<file path="src/rtl/md_ctrl_pkg.sv">
// Shared definitions for the position-read controller.
//   rd_ctrl_state_t : controller FSM states
//   COUNT_WORD_ADDR : cache address holding the home-cell particle count
package md_ctrl_pkg;

  typedef enum logic [2:0] {
    IDLE     = 3'd0,
    RD_NUM0  = 3'd1,
    RD_NUM1  = 3'd2,
    WAIT_CNT = 3'd3,
    SWEEP    = 3'd4,
    FINISH   = 3'd5
  } rd_ctrl_state_t;

  // The count word lives at address 0; particles are stored 1-based from there.
  localparam int COUNT_WORD_ADDR = 0;

endpackage

</file>
<file path="src/rtl/pos_read_controller_if.sv">
// Handshake/bus bundle between the position-read controller and its environment.
//   start, back_pressure, ref_particle_count : inputs to the controller
//   phase, reading_particle_num, pause_reading,
//   particle_id, ref_id, rd_addr, busy, done : outputs of the controller
// slave  : controller side
// master : environment side (sequencer driver / preprocessor)
interface pos_read_controller_if #(
  parameter int PARTICLE_ID_WIDTH = 7,
  parameter int ADDR_WIDTH        = 7
);

  logic                         start;
  logic                         back_pressure;
  logic [PARTICLE_ID_WIDTH-1:0] ref_particle_count;
  logic                         phase;
  logic                         reading_particle_num;
  logic                         pause_reading;
  logic [PARTICLE_ID_WIDTH-1:0] particle_id;
  logic [PARTICLE_ID_WIDTH-1:0] ref_id;
  logic [ADDR_WIDTH-1:0]        rd_addr;
  logic                         busy;
  logic                         done;

  modport slave (
    input  start, back_pressure, ref_particle_count,
    output phase, reading_particle_num, pause_reading,
           particle_id, ref_id, rd_addr, busy, done
  );

  modport master (
    output start, back_pressure, ref_particle_count,
    input  phase, reading_particle_num, pause_reading,
           particle_id, ref_id, rd_addr, busy, done
  );

endinterface

</file>
<file path="src/rtl/sweep_counter.sv">
// Nested particle_id / ref_id counters with a per-cycle phase toggle.
//   clk, rst     : clock, async active-high reset
//   clr_i        : zero particle_id, ref_id and phase (new evaluation)
//   set_ph1_i    : force phase to 1 (second count-word read)
//   load_i       : begin the sweep at particle_id=1, ref_id=1, phase=0
//   step_i       : advance one sweep cycle; deasserted means hold
//   cnt_i        : home-cell particle count
//   phase_o, particle_id_o, ref_id_o : registered counter values
//   terminal_o   : the next step is the last one of the sweep
// Command priority: clr > set_ph1 > load > step.
module sweep_counter #(
  parameter int PARTICLE_ID_WIDTH = 7
) (
  input  logic                         clk,
  input  logic                         rst,
  input  logic                         clr_i,
  input  logic                         set_ph1_i,
  input  logic                         load_i,
  input  logic                         step_i,
  input  logic [PARTICLE_ID_WIDTH-1:0] cnt_i,
  output logic                         phase_o,
  output logic [PARTICLE_ID_WIDTH-1:0] particle_id_o,
  output logic [PARTICLE_ID_WIDTH-1:0] ref_id_o,
  output logic                         terminal_o
);

  localparam int PW = PARTICLE_ID_WIDTH;

  logic          phase_q, phase_d;
  logic [PW-1:0] pid_q, pid_d;
  logic [PW-1:0] ref_q, ref_d;

  // Terminal index is cnt+1 so the preprocessor sees reading_done; an
  // all-ones count saturates instead of wrapping back to zero.
  function automatic logic [PW-1:0] sat_inc(input logic [PW-1:0] v);
    logic [PW-1:0] r;
    if (v == {PW{1'b1}}) begin
      r = v;
    end else begin
      r = v + PW'(1);
    end
    return r;
  endfunction

  // Next-state logic for the nested counters.
  always_comb begin
    phase_d = phase_q;
    pid_d   = pid_q;
    ref_d   = ref_q;
    if (clr_i) begin
      phase_d = 1'b0;
      pid_d   = '0;
      ref_d   = '0;
    end else if (set_ph1_i) begin
      phase_d = 1'b1;
    end else if (load_i) begin
      phase_d = 1'b0;
      pid_d   = PW'(1);
      ref_d   = PW'(1);
    end else if (step_i) begin
      if (!phase_q) begin
        phase_d = 1'b1;
      end else begin
        // Both phases of a particle are done: move to the next particle.
        phase_d = 1'b0;
        if (pid_q == cnt_i) begin
          if (ref_q == cnt_i) begin
            pid_d = sat_inc(cnt_i);
            ref_d = sat_inc(cnt_i);
          end else begin
            pid_d = PW'(1);
            ref_d = ref_q + PW'(1);
          end
        end else begin
          pid_d = pid_q + PW'(1);
        end
      end
    end else begin
      phase_d = phase_q;
    end
  end

  // Counter registers.
  always_ff @(posedge clk or posedge rst) begin
    if (rst) begin
      phase_q <= 1'b0;
      pid_q   <= '0;
      ref_q   <= '0;
    end else begin
      phase_q <= phase_d;
      pid_q   <= pid_d;
      ref_q   <= ref_d;
    end
  end

  assign terminal_o    = phase_q && (pid_q == cnt_i) && (ref_q == cnt_i);
  assign phase_o       = phase_q;
  assign particle_id_o = pid_q;
  assign ref_id_o      = ref_q;

endmodule

</file>
<file path="src/rtl/pos_read_controller.sv">
// Upstream sequencer for the position-data preprocessor. Reads the count
// word in both phases, waits for the count to return, then sweeps every
// reference particle against every broadcast particle of the home cell in
// both phases, holding while the filters signal back-pressure.
//   clk, rst : clock, async active-high reset
//   bus      : pos_read_controller_if.slave (start/back_pressure/count in,
//              phase/reading_particle_num/pause_reading/particle_id/ref_id/
//              rd_addr/busy/done out)
// ADDR_WIDTH must be >= PARTICLE_ID_WIDTH; COUNT_LATENCY must be >= 1.
module pos_read_controller
  import md_ctrl_pkg::*;
#(
  parameter int PARTICLE_ID_WIDTH = 7,
  parameter int ADDR_WIDTH        = 7,
  parameter int COUNT_LATENCY     = 2
) (
  input  logic                 clk,
  input  logic                 rst,
  pos_read_controller_if.slave bus
);

  localparam int PW = PARTICLE_ID_WIDTH;

  rd_ctrl_state_t state_q;
  logic           reading_q;
  logic           pause_q;
  logic           busy_q;
  logic           done_q;
  logic [PW-1:0]  cnt_q;
  logic [7:0]     wait_q;

  logic           last_wait_s;
  logic           clr_s, set_ph1_s, load_s, step_s;
  logic           phase_s, terminal_s;
  logic [PW-1:0]  pid_s, ref_s;

  assign last_wait_s = (wait_q == 8'(COUNT_LATENCY - 1));

  // Counter commands are decoded from the current state so the counter
  // updates on the same edge as the FSM transition.
  always_comb begin
    clr_s     = 1'b0;
    set_ph1_s = 1'b0;
    load_s    = 1'b0;
    step_s    = 1'b0;
    case (state_q)
      IDLE: begin
        clr_s = bus.start;
      end
      RD_NUM0: begin
        set_ph1_s = 1'b1;
      end
      WAIT_CNT: begin
        if (last_wait_s && (bus.ref_particle_count != '0)) begin
          load_s = 1'b1;
        end else begin
          load_s = 1'b0;
        end
      end
      SWEEP: begin
        step_s = !bus.back_pressure;
      end
      default: begin
        clr_s = 1'b0;
      end
    endcase
  end

  sweep_counter #(
    .PARTICLE_ID_WIDTH(PW)
  ) u_sweep (
    .clk          (clk),
    .rst          (rst),
    .clr_i        (clr_s),
    .set_ph1_i    (set_ph1_s),
    .load_i       (load_s),
    .step_i       (step_s),
    .cnt_i        (cnt_q),
    .phase_o      (phase_s),
    .particle_id_o(pid_s),
    .ref_id_o     (ref_s),
    .terminal_o   (terminal_s)
  );

  // Controller FSM with registered status outputs.
  always_ff @(posedge clk or posedge rst) begin
    if (rst) begin
      state_q   <= IDLE;
      reading_q <= 1'b0;
      pause_q   <= 1'b0;
      busy_q    <= 1'b0;
      done_q    <= 1'b0;
      cnt_q     <= '0;
      wait_q    <= 8'd0;
    end else begin
      case (state_q)
        IDLE: begin
          done_q  <= 1'b0;
          pause_q <= 1'b0;
          if (bus.start) begin
            state_q   <= RD_NUM0;
            busy_q    <= 1'b1;
            reading_q <= 1'b1;
          end else begin
            busy_q    <= 1'b0;
            reading_q <= 1'b0;
          end
        end
        RD_NUM0: begin
          state_q   <= RD_NUM1;
          reading_q <= 1'b1;
        end
        RD_NUM1: begin
          state_q   <= WAIT_CNT;
          reading_q <= 1'b0;
          wait_q    <= 8'd0;
        end
        WAIT_CNT: begin
          if (last_wait_s) begin
            cnt_q <= bus.ref_particle_count;
            if (bus.ref_particle_count == '0) begin
              state_q <= FINISH;
              done_q  <= 1'b1;
            end else begin
              state_q <= SWEEP;
            end
          end else begin
            wait_q <= wait_q + 8'd1;
          end
        end
        SWEEP: begin
          // pause_reading is back_pressure delayed by one cycle; the counter
          // holds on the same edge, so the frozen values stay on the bus.
          pause_q <= bus.back_pressure;
          if (!bus.back_pressure && terminal_s) begin
            state_q <= FINISH;
            done_q  <= 1'b1;
          end else begin
            state_q <= SWEEP;
          end
        end
        FINISH: begin
          state_q <= IDLE;
          done_q  <= 1'b0;
          busy_q  <= 1'b0;
          pause_q <= 1'b0;
        end
        default: begin
          state_q   <= IDLE;
          reading_q <= 1'b0;
          pause_q   <= 1'b0;
          busy_q    <= 1'b0;
          done_q    <= 1'b0;
        end
      endcase
    end
  end

  // particle_id is cleared on start, so during the count-word reads the
  // address below is COUNT_WORD_ADDR without a separate mux.
  assign bus.rd_addr              = ADDR_WIDTH'(pid_s);
  assign bus.particle_id          = pid_s;
  assign bus.ref_id               = ref_s;
  assign bus.phase                = phase_s;
  assign bus.reading_particle_num = reading_q;
  assign bus.pause_reading        = pause_q;
  assign bus.busy                 = busy_q;
  assign bus.done                 = done_q;

endmodule
</file>
<file path="src/flat_wrapper.sv">
// flat-port wrapper written by rule: the top's interface ports become plain ports
module pos_read_controller_flat import md_ctrl_pkg::*;
#(
  parameter int PARTICLE_ID_WIDTH = 7,
  parameter int ADDR_WIDTH        = 7,
  parameter int COUNT_LATENCY     = 2
)
  (clk, rst, bus_start, bus_back_pressure, bus_ref_particle_count, bus_phase, bus_reading_particle_num, bus_pause_reading, bus_particle_id, bus_ref_id, bus_rd_addr, bus_busy, bus_done);
  pos_read_controller_if #(.PARTICLE_ID_WIDTH(PARTICLE_ID_WIDTH), .ADDR_WIDTH(ADDR_WIDTH)) bus_i ();
  input  logic clk;
  input  logic rst;
  input wire logic [$bits(bus_i.start)-1:0] bus_start;
  input wire logic [$bits(bus_i.back_pressure)-1:0] bus_back_pressure;
  input wire logic [$bits(bus_i.ref_particle_count)-1:0] bus_ref_particle_count;
  output wire logic [$bits(bus_i.phase)-1:0] bus_phase;
  output wire logic [$bits(bus_i.reading_particle_num)-1:0] bus_reading_particle_num;
  output wire logic [$bits(bus_i.pause_reading)-1:0] bus_pause_reading;
  output wire logic [$bits(bus_i.particle_id)-1:0] bus_particle_id;
  output wire logic [$bits(bus_i.ref_id)-1:0] bus_ref_id;
  output wire logic [$bits(bus_i.rd_addr)-1:0] bus_rd_addr;
  output wire logic [$bits(bus_i.busy)-1:0] bus_busy;
  output wire logic [$bits(bus_i.done)-1:0] bus_done;
  assign bus_i.start = bus_start;
  assign bus_i.back_pressure = bus_back_pressure;
  assign bus_i.ref_particle_count = bus_ref_particle_count;
  assign bus_phase = bus_i.phase;
  assign bus_reading_particle_num = bus_i.reading_particle_num;
  assign bus_pause_reading = bus_i.pause_reading;
  assign bus_particle_id = bus_i.particle_id;
  assign bus_ref_id = bus_i.ref_id;
  assign bus_rd_addr = bus_i.rd_addr;
  assign bus_busy = bus_i.busy;
  assign bus_done = bus_i.done;
  pos_read_controller #(.PARTICLE_ID_WIDTH(PARTICLE_ID_WIDTH), .ADDR_WIDTH(ADDR_WIDTH), .COUNT_LATENCY(COUNT_LATENCY)) u_core (.clk(clk), .rst(rst), .bus(bus_i));
endmodule
</file>
<file path="config.mk">
export PLATFORM = sky130hd
export DESIGN_NAME = pos_read_controller_flat
export DESIGN_NICKNAME = d
export VERILOG_FILES = /design/src/rtl/md_ctrl_pkg.sv /design/src/rtl/pos_read_controller_if.sv /design/src/rtl/sweep_counter.sv /design/src/rtl/pos_read_controller.sv /design/src/flat_wrapper.sv
export SDC_FILE = /design/constraint.sdc
export NUM_CORES = 1
export LEC_CHECK = 0
export BUFFER_PORTS_ARGS = -buffer_cell sky130_fd_sc_hd__buf_2
export CAP_MARGIN = 5
export CELL_PAD_IN_SITES_DETAIL_PLACEMENT = 1
export CELL_PAD_IN_SITES_GLOBAL_PLACEMENT = 2
export CORE_MARGIN = 4
export CORE_UTILIZATION = 38
export CTS_CLUSTER_DIAMETER = 40
export DETAILED_ROUTE_END_ITERATION = 6
export PLACE_DENSITY = 0.81
export SETUP_SLACK_MARGIN = 0.2
export SLEW_MARGIN = 20
export SYNTH_ARGS = -nofsm -noshare
export SYNTH_HDL_FRONTEND = slang
export SYNTH_HIERARCHICAL = 1
export SYNTH_SLANG_ARGS = --single-unit
</file>
<file path="constraint.sdc">
create_clock -name clk -period 7.49 [get_ports clk]
set_clock_uncertainty 0.15 [all_clocks]
set_input_delay 1.498 -clock clk [delete_from_list [all_inputs] [get_ports clk]]
set_output_delay 1.498 -clock clk [all_outputs]
set_load 0.02 [all_outputs]
</file>
== Yosys cells after proc, flatten, opt, wreduce, memory -nomap -nowiden ==
Cells that the tools add are included.

* Add/subtract/negate cells: 4
* $mul: 0
* Div/mod/pow operators: 0
* $lt $le $gt $ge: 0
* Eq/ne operators: 15
* Shift-type cells: 0
* Multiplexer cells: 40
* Bitwise logic cells: 1
* Reductions and logical operators: 23

{| class="wikitable"
|+ Operators with widths
! operator !! number
|-
| $mux 7 || 15
|-
| $add 7x1->7 const B || 3
|-
| $mux 1 || 16
|-
| $pmux 8 s2 || 1
|-
| $pmux 3 s5 || 1
|-
| $eq 7x7->1 || 2
|-
| $reduce_bool 3->1 || 3
|-
| $add 8x1->8 const B || 1
|-
| $eq 8x1->1 const B || 1
|-
| $mux 8 || 1
|-
| $ne 2x1->1 const B || 4
|-
| $reduce_and 4->1 || 2
|-
| $eq 7x7->1 const B || 1
|-
| $logic_not 7->1 || 1
|-
| $reduce_bool 7->1 || 1
|-
| $eq 3x2->1 const B || 2
|-
| $eq 3x3->1 const B || 2
|-
| $mux 3 || 2
|-
| $pmux 1 s3 || 2
|-
| $reduce_and 2->1 || 3
|-
| $reduce_or 3->1 || 2
|-
| $logic_and 1x1->1 || 4
|-
| $ne 2x2->1 const B || 2
|-
| $pmux 1 s2 || 2
|-
| other kinds (9) || 9
|}

* Register bits: 37
* Bits in latches: 0
* Memory bits (writable): 0
* ROM bits: 0
* Input port bits: 11
* Output and inout bits: 26
* Logic and storage cells: 93
* Memories kept: 0

== Logic depth before layout (Yosys ltp) ==
* Depth after elaboration: 9
* Gate-level depth with buffers: 11
* Depth with buffers taken out: 10

== Cells and area by module ==
Netlist, hierarchy kept.

{| class="wikitable"
|+ By module, submodules not included
! module !! instances !! cells an instance !! area each (sq um) !! seq. area each (sq um)
|-
| sweep_counter || 1 || 168 || 1378.8 || 375.4
|-
| pos_read_controller || 1 || 121 || 1281.2 || 550.5
|}

== Worst setup path before layout ==
OpenSTA, ideal clock, no wires.

* Path kind: input port to flip-flop
* Start: input port bus_back_pressure
* End: register u_core.u_sweep.pid_q[2] (netlist: u_core/u_sweep/particle_id_o[2])
* Setup time: 0.092 ns
* Data arrival time: 3.128 ns
* Required time: 7.248 ns
* Path slack: 4.120 ns
* Stages on the path: 6
* Buffers on the path: 0
* Cells stage by stage: nor4b_1 > nand2_2 > or2_2 > nor3_1 > nand3_1 > o221ai_1

* Cells in the longest elaborated chain, start to end: 4

{| class="wikitable"
|+ RTL lines
! item !! line !! text
|-
| start, declared || flat_wrapper.sv:13 || <nowiki>input wire logic [$bits(bus_i.back_pressure)-1:0] bus_back_pressure;</nowiki>
|-
| $logic_not 1->1 || pos_read_controller.sv:61 || <nowiki>step_s = !bus.back_pressure;</nowiki>
|-
| $mux 1 || pos_read_controller.sv:46 || <nowiki>case (state_q)</nowiki>
|-
| $reduce_bool 3->1 (no line) || -- ||
|-
| $reduce_and 3->1 (no line) || -- ||
|-
| end signal, assigned || sweep_counter.sv:91 || <nowiki>pid_q <= pid_d;</nowiki>
|-
| end, declared || sweep_counter.sv:30 || <nowiki>logic [PW-1:0] pid_q, pid_d;</nowiki>
|}

No other way between the ends.
A chain may end at the register's enable or synchronous reset.

== Worst setup path after layout ==
* Start: input port bus_back_pressure
* End: register u_core.u_sweep.pid_q[2] (netlist: u_core/u_sweep/particle_id_o[2])

* Cells in the longest elaborated chain, start to end: 4

{| class="wikitable"
|+ RTL lines
! item !! line !! text
|-
| $logic_not 1->1 || pos_read_controller.sv:61 ||
|-
| $mux 1 || pos_read_controller.sv:46 ||
|-
| named net u_core.step_s || pos_read_controller.sv:33 || <nowiki>logic clr_s, set_ph1_s, load_s, step_s;</nowiki>
|-
| $reduce_bool 3->1 (no line) || -- ||
|-
| $reduce_and 3->1 (no line) || -- ||
|}

The timed path passes the listed nets, and every way through them passes these cells.

==> reports/metrics.yaml <==
detailed_routing:
  viasPerCell: 5.627
  drt_first_pass_iters: 4
  wire_per_inst_um: 18.02
  drc: 0
  num_vias: 2296
  wirelength_um: 7353
  drt_iter0_markers: 97
  postRouteAntennaNets: 0
yosys:
  synthTopCellsByArea: "dfrtp_1 (35%), xor2_1 (5.3%), mux2_2 (4.2%), nand3_1 (3.0%), nand2_1 (2.5%)"
  synth.distinct_cells: 65
  syn-cell-area_um2: 2660
  syn_nets: 305
  yosysTopAreaCell: "dfrtp_1"
  netlist.area_leader.share_pct: 34.81
  synth_seq_area_share_pct: 34.81
  synthCells: 289
  synth_edf_count: 0
  ys.flop_type: "dfrtp_1"
  syn_avg_cell_area_um2: 9.204
  synth-async-reset-ratio_pct: 100.0
  yosys_warnings: 6
  synth-seq-cells: 37
cts:
  hold_buffers: 0
  clk_pin_slew_worst_paths_ps: 90
  root_buffer: "clkbuf_8"
  clock_latency_ps: 300
  postCtsSetupBuffers: 0
  cts.sinks: 37
  cts_buffer_depth: 2
  ctsResizeCount: 0
  tritoncts: "built"
  cts_htree_levels: 2
  cts_buffers: 5
layout:
  final_cell_mix: "dfrtp_1 (37), buf_2 (36), nand2_1 (18)"
  drive_above_1_share_pct: 23.40
  diodes: 0
  syn2layout_area_growth_pct: 10.63
  fin_area_um2: 2943
  final_common_cell: "dfrtp_1"
  layout.nets: 327
critical_path:
  crit_type: "in2reg"
  reg2regPathDepth: 6
  cp.required_ps: 7550
  cp-end-kind: "flip-flop"
  startpoint_type: "input port"
  critPathArrivalTime_ps: 3790
  r2r_end: "u_core/u_sweep/particle_id_o[2]"
  crit-reg2reg-launch: "u_core/state_q[0]"
  path_max_fanout: 7
  rrSetupSlack_ps: 4200
  startpoint: "bus_back_pressure"
sta:
  post-route-min-period_ps: 3728
  max_freq_mhz: 268.2
  finalCritPeriodShare_pct: 49.78
  rsz0062_at_grt: "no"
  slew_headroom_pct: 42.45
  tns_ps: 0
  tightest_slew_ps: 856.7
  setup_viol: 0
  hold_viol: 0
  slew_viol_final: 0
grt:
  grt_antenna_before_repair: 0
  grt_first_pass_wirelength_um: 12090
  grt_pass1_vias: 2251
  grt_max_degree: 25
  grt_util_all_layers_pct: 17.92
  grt_overflow: 0
min_path:
  worstHoldPathType: "reg2reg"
  hold_start: "u_core/bus.reading_particle_num"
  whs_endpoint: "u_core/bus.reading_particle_num"
  min_path_cells: 2
power:
  p_per_area_nw_per_um2: 377.9
  p_leak_nw: 1.204
  switching_share_pct: 48.52
  combinationalPowerShare_pct: 46.0
  seqPwrFrac_pct: 37.3
  p_clk_share_pct: 16.8
  power.switching_w: 0.0005396
  power_w: 0.001112
  p_int_w: 0.0005725
  peakVddDrop_v: 0.0001396
placement:
  port-buffer-count: 36
  dp_hpwl_um: 5366
  dpl-instance-area_um2: 2828
  gp_congestion: 0.8120
floorplanning:
  die_w_um: 91.67
  fp-row-count: 30
  die-area_um2: 8402
  start_util_pct: 39.15
  ioPinCount: 37
  coreArea_um2: 6794
  die_h_um: 91.67
status:
  status: "finished, final reports clean"
flow_run:
  drv_cap: 0
==> registers in the layout (all words and copies together), names as in the netlist <==
signal	count
u_core/cnt_q	7
u_core/u_sweep/ref_id_o	7
u_core/wait_q	8
u_core/u_sweep/particle_id_o	7
u_core/bus.done	1
u_core/u_sweep/phase_o	1
u_core/state_q	3
u_core/bus.pause_reading	1
u_core/bus.reading_particle_num	1
u_core/bus.busy	1
==> per-layer routing <==
layer	up-vias	routed length, um	GRT usage, %
li1	1100	-	-
met1	1146	3829	27.18
met2	46	3223	26.17
met3	4	249	3.035
met4	0	51	4.648
met5	-	0	0
==> Yosys cell counts (2+ instances only) <==
cell,instances
nand2_1,18
nor4b_1,3
or4_1,2
dfrtp_1,37
o21ai_1,2
buf_6,3
buf_2,7
nand4_1,5
nand2_2,2
buf_4,7
a22o_1,3
nand3_1,16
a31oi_1,8
o22ai_1,5
o21bai_1,3
clkbuf_1,5
nor3_1,10
o21ai_0,8
nor4_1,3
or3b_2,2
and3_2,2
o221ai_1,3
nand2b_1,4
nor2b_1,6
and4_1,2
a311oi_1,2
nor2_1,16
inv_1,12
xor2_1,16
mux2_2,10
nand3b_1,4
or2_2,3
a21oi_1,10
nor3b_1,3
mux2i_1,6
ha_1,5
mux2_1,2
o211ai_1,6
xnor2_1,2
==> worst max-delay path: stages <==
cell and delay (ps):
buf_2 120, nor4b_1 470, nand2_2 160, or2_2 320, nor3_1 660, nand3_1 300
o221ai_1 260
==> per-stage QoR <==
stage	utilization (%)	instances	setup slack, ps	hold slack [ps]
6_report	43.31	408	3762	394.7
5_1_grt	43.31	408	3612	449.7
4_1_cts	43.31	408	3859	401.3
3_5_place_dp	41.62	400	3557	377.5
3_3_place_gp	41.62	400	3507	363.1
2_1_floorplan	-	289	4120	323.8
==> logic make-up after synthesis <==
kind of cell | after synthesis | synth area share (%)
compound gates | 63 | 16.61
xor+xnor | 18 | 5.927
fa+ha+maj | 5 | 2.352
buf+inv | 34 | 6.961
flops | 37 | 34.81
mux | 18 | 7.338
simple gates | 114 | 26.01
==> cell type report <==
cell class	instances	area, um2
multi-input combinational	218	1549
timing repair buffer	37	187.7
fill	832	3851
inverter	12	45.04
clock inverter	3	46.29
tap	96	120.1
clock buffer	5	68.82
sequential	37	925.9
==> how the worst max path moves through the flow <==
stage                                                  to  cells after the start  slack [ps]
after floorplan           u_core/u_sweep/particle_id_o[2]                      6        4120
after global routing      u_core/u_sweep/particle_id_o[2]                      7        3610
after global placement    u_core/u_sweep/particle_id_o[2]                      7        3510
after detailed placement  u_core/u_sweep/particle_id_o[2]                      7        3560
after CTS                 u_core/u_sweep/particle_id_o[2]                      7        3860
final                     u_core/u_sweep/particle_id_o[2]                      7        3760
==> power by group through the flow <==
stage | sequential, W | clock [W] | combinational (W)
after detailed placement | 0.000418 | 0 | 0.000509
after floorplan | 0.000368 | 0 | 0.000426
after global routing | 0.000432 | 0.000198 | 0.000568
final | 0.000414 | 0.000187 | 0.000511
after global placement | 0.000416 | 0 | 0.000498
after CTS | 0.000414 | 0.000190 | 0.000512
(Power assumes the default switching activity.)
